File: src/rtl/dispatch_pkg.sv
// Shared dispatch definitions: opcode map, op classes, FSM states and the dispatch bus layout.
// Imported by the dispatch controller and the commit-side decoder.
package dispatch_pkg;

  localparam logic [4:0] OP_NOP  = 5'h1F;
  localparam logic [4:0] OP_HALT = 5'h1E;
  localparam logic [4:0] ALU_MAX = 5'd21;
  localparam logic [4:0] MEM_MIN = 5'd22;
  localparam logic [4:0] MEM_MAX = 5'd29;

  typedef enum logic [1:0] {
    CLS_ALU,
    CLS_MEM,
    CLS_HALT,
    CLS_NOP
  } op_class_t;

  typedef enum logic [1:0] {
    S_RUN,
    S_HALT,
    S_FLUSH
  } state_t;

  typedef struct packed {
    logic [4:0]  op;
    logic [4:0]  rs1;
    logic [4:0]  rs2;
    logic [4:0]  rd;
    logic [31:0] imm;
  } dis_bus_t;

  // Classes that occupy a ROB entry when dispatched.
  function automatic logic needs_rob(input op_class_t cls);
    return (cls == CLS_ALU) || (cls == CLS_MEM) || (cls == CLS_HALT);
  endfunction

endpackage

File: src/rtl/dispatch_op_classifier.sv
// Opcode to op-class decode; purely combinational, no backpressure.
// Shared between dispatch and commit so both agree on the opcode map.
module op_classifier
  import dispatch_pkg::*;
(
  input  logic [4:0] op,
  output op_class_t  op_class
);

  always_comb begin
    op_class = CLS_NOP;
    if (op <= ALU_MAX) begin
      op_class = CLS_ALU;
    end else if ((op >= MEM_MIN) && (op <= MEM_MAX)) begin
      op_class = CLS_MEM;
    end else if (op == OP_HALT) begin
      op_class = CLS_HALT;
    end
  end

endmodule

File: src/rtl/dispatch_ctrl.sv
// Pops the instruction queue, allocates ROB tags and steers ops to RS/LSB; issue is 1 cycle after accept.
// Pop is withheld while any required downstream full flag is high, during flush, and in HALT.
module dispatch_ctrl
  import dispatch_pkg::*;
#(
  parameter  int ROB_DEPTH = 16,
  localparam int TAG_W     = $clog2(ROB_DEPTH)
) (
  input  logic             clk,
  input  logic             rst,
  input  logic             iq_valid,
  input  logic [4:0]       iq_op,
  input  logic [4:0]       iq_rs1,
  input  logic [4:0]       iq_rs2,
  input  logic [4:0]       iq_rd,
  input  logic [31:0]      iq_imm,
  output logic             iq_ready,
  input  logic             rob_full,
  input  logic             rs_full,
  input  logic             lsb_full,
  input  logic             flush,
  input  logic [TAG_W-1:0] flush_tag,
  output logic             iq_flush,
  output logic             rob_alloc,
  output logic             rs_issue,
  output logic             lsb_issue,
  output logic [4:0]       dis_op,
  output logic [4:0]       dis_rs1,
  output logic [4:0]       dis_rs2,
  output logic [4:0]       dis_rd,
  output logic [31:0]      dis_imm,
  output logic [TAG_W-1:0] dis_tag,
  output logic             halted
);

  state_t           state;
  state_t           state_nxt;
  op_class_t        head_cls;
  logic [TAG_W-1:0] next_tag;
  logic             room_ok;
  logic             accept;
  dis_bus_t         dis_q;

  op_classifier u_classifier (
    .op       (iq_op),
    .op_class (head_cls)
  );

  // Full flags are sampled directly; downstream slack absorbs the registered issue.
  always_comb begin
    room_ok = 1'b0;
    case (head_cls)
      CLS_NOP:  room_ok = 1'b1;
      CLS_ALU:  room_ok = !rob_full && !rs_full;
      CLS_MEM:  room_ok = !rob_full && !lsb_full;
      CLS_HALT: room_ok = !rob_full;
      default:  room_ok = 1'b0;
    endcase
  end

  assign iq_ready = (state == S_RUN) && !flush && room_ok;
  assign accept   = iq_valid && iq_ready;
  assign halted   = (state == S_HALT);

  always_ff @(posedge clk) begin
    if (rst) begin
      state <= S_RUN;
    end else begin
      state <= state_nxt;
    end
  end

  always_comb begin
    state_nxt = state;
    if (flush) begin
      state_nxt = S_FLUSH;
    end else begin
      case (state)
        S_RUN:   if (accept && (head_cls == CLS_HALT)) state_nxt = S_HALT;
        S_HALT:  state_nxt = S_HALT;
        S_FLUSH: state_nxt = S_RUN;
        default: state_nxt = S_RUN;
      endcase
    end
  end

  always_ff @(posedge clk) begin
    if (rst) begin
      next_tag  <= '0;
      rob_alloc <= 1'b0;
      rs_issue  <= 1'b0;
      lsb_issue <= 1'b0;
      iq_flush  <= 1'b0;
      dis_q     <= '0;
      dis_tag   <= '0;
    end else begin
      rob_alloc <= 1'b0;
      rs_issue  <= 1'b0;
      lsb_issue <= 1'b0;
      iq_flush  <= flush;
      if (flush) begin
        next_tag <= flush_tag;
      end else if (accept && needs_rob(head_cls)) begin
        rob_alloc <= 1'b1;
        rs_issue  <= (head_cls == CLS_ALU);
        lsb_issue <= (head_cls == CLS_MEM);
        dis_q     <= '{op: iq_op, rs1: iq_rs1, rs2: iq_rs2, rd: iq_rd, imm: iq_imm};
        dis_tag   <= next_tag;
        // ROB_DEPTH is a power of two, so the tag wraps by natural overflow.
        next_tag  <= next_tag + TAG_W'(1);
      end
    end
  end

  assign dis_op  = dis_q.op;
  assign dis_rs1 = dis_q.rs1;
  assign dis_rs2 = dis_q.rs2;
  assign dis_rd  = dis_q.rd;
  assign dis_imm = dis_q.imm;

endmodule

File: config.mk
export PLATFORM = sky130hd
export DESIGN_NAME = dispatch_ctrl
export DESIGN_NICKNAME = d
export VERILOG_FILES = /design/src/rtl/dispatch_pkg.sv /design/src/rtl/dispatch_op_classifier.sv /design/src/rtl/dispatch_ctrl.sv
export SDC_FILE = /design/constraint.sdc
export NUM_CORES = 1
export LEC_CHECK = 0
export ABC_AREA = 0
export CORE_ASPECT_RATIO = 0.75
export CORE_MARGIN = 2
export CORE_UTILIZATION = 33
export CTS_CLUSTER_SIZE = 30
export DETAILED_ROUTE_END_ITERATION = 16
export GPL_ROUTABILITY_DRIVEN = 0
export MAX_ROUTING_LAYER = met4
export PLACE_DENSITY = 0.66
export SLEW_MARGIN = 10
export SYNTH_ARGS = -nofsm -noshare
export SYNTH_HDL_FRONTEND = slang
export SYNTH_SLANG_ARGS = --single-unit
File: constraint.sdc
create_clock -name clk -period 6.35 [get_ports clk]
set_input_delay 1.5875 -clock clk [delete_from_list [all_inputs] [get_ports clk]]
set_output_delay 1.5875 -clock clk [all_outputs]
set_load 0.05 [all_outputs]
Yosys cells after proc, flatten, opt, wreduce, memory -nomap -nowiden
Index checks and enable logic that the tools add are counted.
{ "totals": {"ff_bits": 66, "inputBits": 63, "output_inout_bits": 62, "word_cells": 56} }
{ "classes": {"n_addsub": 1, "order_cmp": 3, "eq_ne": 7, "mux": 10, "n_bitwise": 2, "n_reduce_logical": 20} }
{ "op_table": {"columns": ["cell", "n"], "rows": [
  ["$le 5x5->1 const B", 2],
  ["$logic_and 1x1->1", 8],
  ["$mux 2", 4],
  ["$mux 4", 2],
  ["$eq 5x5->1 const B", 1],
  ["$ge 5x5->1 const B", 1],
  ["$add 4x1->4 const B", 1],
  ["$eq 2x1->1 const B", 2],
  ["$eq 2x2->1 const B", 2],
  ["$logic_not 1->1", 4],
  ["$logic_not 2->1", 2],
  ["$pmux 1 s4", 1],
  ["$pmux 2 s2", 1],
  ["$ne 3x2->1 const B", 1],
  ["$reduce_or 3->1", 1],
  ["$logic_or 1x1->1", 2],
  ["$mux 1", 2],
  ["$ne 2x1->1 const B", 1],
  ["$not 1->1", 2],
  ["$reduce_and 2->1", 1],
  ["$reduce_bool 2->1", 1],
  ["$reduce_or 2->1", 1]
]} }

Longest topological paths before layout
{ "logic_depth": {"ltp_word": 12, "mapped_depth": 8, "mapped_depth_nobuf": 4} }

Cells and area by module
A second synthesis with hierarchy kept.
{ "unflattened": {"cells_unflattened": 299, "area_unflattened_um2": 2428.6} }
{ "modules_own_cells": {"columns": ["module", "instances", "cells_each", "area_each_um2", "seq_area_each_um2"], "rows": [
  ["dispatch_ctrl", 1, 294, 2397.3, 1321.3],
  ["op_classifier", 1, 5, 31.3, 0.0]
]} }

Worst setup path after synthesis
Ideal clock, no wire load.
{ "synth_timing": {"path_kind": "input port to output port", "from": "input port iq_op[3]", "to": "output port iq_ready", "t_arrival_ps": 2843, "required_time_ps": 4762, "path_slack_ps": 1920, "stages": 6, "path_buffers": 3, "path_cell_list": "buf_6 nor2_1 o32a_1 buf_2 buf_6 and4_1"} }
{ "synth_via": {"elab_chain_len": 7, "elab_cells_between_ends": 14, "classes_between": "order compare (3); eq/ne (4); mux (4); reduce/logical (3)"} }
{ "synth_lines": {"columns": ["item", "line_no", "rtl"], "rows": [
  ["from (decl)", "dispatch_ctrl.sv:12", "input logic [4:0] iq_op,"],
  ["$ge 5x5->1 (tied with other cells)", "dispatch_op_classifier.sv:14", "end else if ((op >= MEM_MIN) && (op <= MEM_MAX)) begin"],
  ["$logic_and 1x1->1 / $mux 1 (equally long branches)", "dispatch_op_classifier.sv:14, dispatch_op_classifier.sv:16", null],
  ["$mux 2", "dispatch_op_classifier.sv:14", null],
  ["$mux 2 (*)", "dispatch_op_classifier.sv:12", "if (op <= ALU_MAX) begin"],
  ["$eq 2x2->1 (tied with other cells)", "dispatch_ctrl.sv:52", "case (head_cls)"],
  ["$pmux 1 s4 (*)", "dispatch_ctrl.sv:52", null],
  ["$logic_and 1x1->1 (*)", "dispatch_ctrl.sv:61", "assign iq_ready = (state == S_RUN) && !flush && room_ok;"],
  ["to (decl)", "dispatch_ctrl.sv:17", "output logic iq_ready,"]
]} }
Mark *: on every way between the ends. The rest lies on a longest branch, timed or not.

Worst setup path after layout
Same ends and word-level chain as after synthesis.

==> impl_results.md <==
* Layout cells sized above 1 at 0.0744
* DRT antenna net count at 0
* Post-synthesis mux area share at 0
* Hold_buf cts at 0
* Sequential-to-total area share from yosys stat at 0.481
* Synth Cell Area at 2750 sq um
* Area delta synth->final at 54.3%
* Final hold viol count at 0
* Grt total ovfl at 0
* Crit path cell chain: clkdlybuf4s50_1 -> a21boi_2 -> o32a_2 -> and4_1 -> clkdlybuf4s50_1
* Worst R2R End: next_tag[3]
* I/O Pins at 125
* Router iterations before antenna repair at 4
* Max clock buf depth at 2
* Yosys warnings at 0
* Synth Register Bits at 66
* CP startpoint: iq_op[3]
* Worst-Margin Slew at 1.04 ns
* Worst Clk Skew at about 0.009 ns
* Maxcap violations at 0
* DRC Markers at 0
* Fin. max-slew vios at 0
* Fmax at 186 MHz
* Setup TNS at 0 ns
* CTS root buf: clkbuf_8
* Pwr/cell area at 239 nW/um^2
* Largest family of logic cells by synthesized area: compound AO/OA/AOI/OAI gates
* Final setup fails at 0
* Max-Slew Margin vs Limit at 0.306
* CTS tree: built
* Adder-cell share of the synthesized area at 0.00455
* Initial DRC Count at 244
* Crit path max fanout at 8
* Crit path DAT at 3.78 ns
* Status: completed
* CTS Buf Count at 9
* VDD IR max at ~140 uV
* Die Y at around 83 microns
* # port buffers at 124
* Number of global-route vias before repair at 2712
* Num rows at 28
* Routed WL per cell at 15.2 microns
* Reg2reg setup slack at roughly 4.0 ns
* Via count at 2775
* Clock Sinks at 66
* CP max stage delay at 0.81 ns
* CP endpoint: iq_ready
* Synth Area in Compound Gates at 0.270
* Core area at 7990 sq um
* Largest net degree at the start of global routing at 67
* Synth Area in XOR/XNOR at 0.00319
* Period minus WS final at between 5 and 6 ns
* Die area at 9080 sq um
* Number of synthesized flops with an enable pin at 0
* Syn nets at 384
* Levels on crit path at 5
* Number of diodes at 0
* CTS H-tree depth at 3
* Reg2reg path depth at 5
* Hold WS at approximately 0.47 ns
* Cell mode on critical path: clkdlybuf4s50_1
* Vias per cell at roughly 5.2
* Largest delay contributor family on the critical path: buffers and inverters
* Routed WL at slightly above 8 mm
* First-pass GRT wire length at about 13 mm
* RSZ-0062 raised after global routing: no
* Synth Area in Simple Gates at 0.174
* CP max-delay cell: clkdlybuf4s50_1
* Async SR Flop Fraction at 0
* Worst-Skew Late Latency at 0.34 ns
* Post-Synthesis Cells at 320
* WP data required at between 4 and 5 ns
* Worst setup SP type: input port
* Ratio of final minimum period to clock period at 0.846
* Pleak at roughly 0.0014 uW
* WS Path Type: input port to primary output
* Unique masters post-synth at 38
* Initial Util at 0.344
* Final #Nets at 489
* Critical Path Sink Type: primary output
* Syn avg cell area at approximately 8.6 sq um
* Resized Gates After CTS at 0
* CTS clk-pin slew, worst paths at approximately 0.060 ns
* Setup Buffers After CTS at 0
* Detailed placement HPWL at 5.09 mm
* Reg2reg start: state[1]
* Global-route usage over all layers at 0.187
* Tightest Hold Check Type: register to register
* CP bufs+invs at 2
* DIE WIDTH at 109 microns
* Post-synth top flop: dfxtp_1
* Post-layout util at 0.531
* Antenna violations before repair at 0
## worst reg2reg max path, cell delays in order, from the launching register on
cell       delay [ns]
dfxtp_1          0.33
nor3_2           0.33
o2111ai_4        0.58
buf_4            0.44
or4_1            0.49
a31oi_1          0.13
## routing by layer
metal  vias to the layer above  wire length [microns]  part of all wire  global-route usage
met2                        93                   3490              0.43               0.267
met4                         0                     71            0.0087              0.0357
met1                      1311                   3840              0.47               0.246
met3                         7                    710             0.087              0.0808
met5                         -                      0                 0                   -
li1                       1364                      -                 -                   -
## placed cells by master (no fill, tap or decap), drive strengths merged
cell / synthesis / final
clkdlybuf4s50: 0 / 123
dfxtp: 66 / 66
o21ai: 60 / 60
nand3: 57 / 57
a21oi: 56 / 56
clkbuf: 18 / 12
nor2b: 9 / 9
buf: 17 / 6
nor3: 4 / 4
nor2: 3 / 3
a31oi: 3 / 3
nand2: 3 / 3
bufinv: 0 / 3
and2: 2 / 2
nand4: 2 / 2
a41oi: 2 / 2
or2b: 1 / 1
a21boi: 1 / 1
o32a: 1 / 1
inv: 1 / 1
and4: 1 / 1
o2111a: 1 / 1
o32ai: 1 / 1
o2111ai: 1 / 1
nand4b: 1 / 1
a32oi: 1 / 1
a2111oi: 1 / 1
or3: 1 / 1
nor3b: 1 / 1
nor4: 1 / 1
o21a: 1 / 1
xor2: 1 / 1
or4: 1 / 1
ha: 1 / 1
clkinvlp: 0 / 1
## Yosys cell counts, types with 2 or more instances
| master | number | area share |
|---|---|---|
| buf_6 | 2 | 0.0082 |
| clkbuf_2 | 5 | 0.0091 |
| buf_4 | 3 | 0.0082 |
| nor2_1 | 3 | 0.0041 |
| nor3_1 | 2 | 0.0036 |
| a21oi_1 | 56 | 0.10 |
| o21ai_0 | 60 | 0.11 |
| buf_2 | 12 | 0.022 |
| nand3_1 | 57 | 0.10 |
| nor2b_1 | 9 | 0.020 |
| nand2_1 | 3 | 0.0041 |
| and2_1 | 2 | 0.0046 |
| clkbuf_1 | 13 | 0.018 |
| a31oi_1 | 3 | 0.0068 |
| nor3_2 | 2 | 0.0073 |
| dfxtp_1 | 66 | 0.48 |
## cells by family after synthesis
family | Yosys count
xor+xnor | 1
buf+inv | 36
flops | 66
simple gates | 87
compound gates | 129
fa+ha+maj | 1
## final cells by class
| type | instances | area [sq um] |
|---|---|---|
| Clock buffer | 12 | 155 |
| Clock inverter | 4 | 97.6 |
| Fill cell | 770 | 3750 |
| Inverter | 1 | 3.75 |
| Multi-Input combinational cell | 218 | 1260 |
| Sequential cell | 66 | 1320 |
| Tap cell | 105 | 131 |
| Timing Repair Buffer | 129 | 1270 |
## stage by stage
stage                     total power, uW  cell area [sq um]  cells  setup WS, ns
after global placement                581               3990    519          1.05
final                                1010               4240    535         0.980
after CTS                            1030               4240    535         0.977
after detailed placement              583               3990    519         0.978
after floorplan                       518               2750    320          1.92
after global routing                 1060               4240    535         0.906
## state kept, by name, summed over array words and instances, names as in the netlist
| name | flops |
|---|---|
| state | 2 |
| dis_rs2 | 5 |
| lsb_issue | 1 |
| dis_tag | 4 |
| next_tag | 4 |
| dis_rd | 5 |
| rob_alloc | 1 |
| dis_rs1 | 5 |
| rs_issue | 1 |
| dis_imm | 32 |
| iq_flush | 1 |
| dis_op | 5 |
## report_power, final
| group | internal [uW] | switching [uW] | total [uW] |
|---|---|---|---|
| Combinational | 61.3 | 84.1 | 145 |
| Clock | 283 | 159 | 441 |
| Sequential | 423 | 5.39 | 428 |
| Total | 767 | 248 | 1010 |
## worst min path at each step
stage                      startpoint     endpoint  slack [ns]  cells past startpoint
after floorplan              state[1]     state[0]        0.45                      1
after global placement     dis_imm[1]   dis_imm[1]        0.46                      2
after detailed placement  dis_imm[27]  dis_imm[27]        0.47                      2
after CTS                 dis_imm[27]  dis_imm[27]        0.48                      2
after global routing      dis_imm[30]  dis_imm[30]        0.50                      2
final                     dis_imm[12]  dis_imm[12]        0.47                      2
Note: power is estimated with default switching activity, not from simulation.
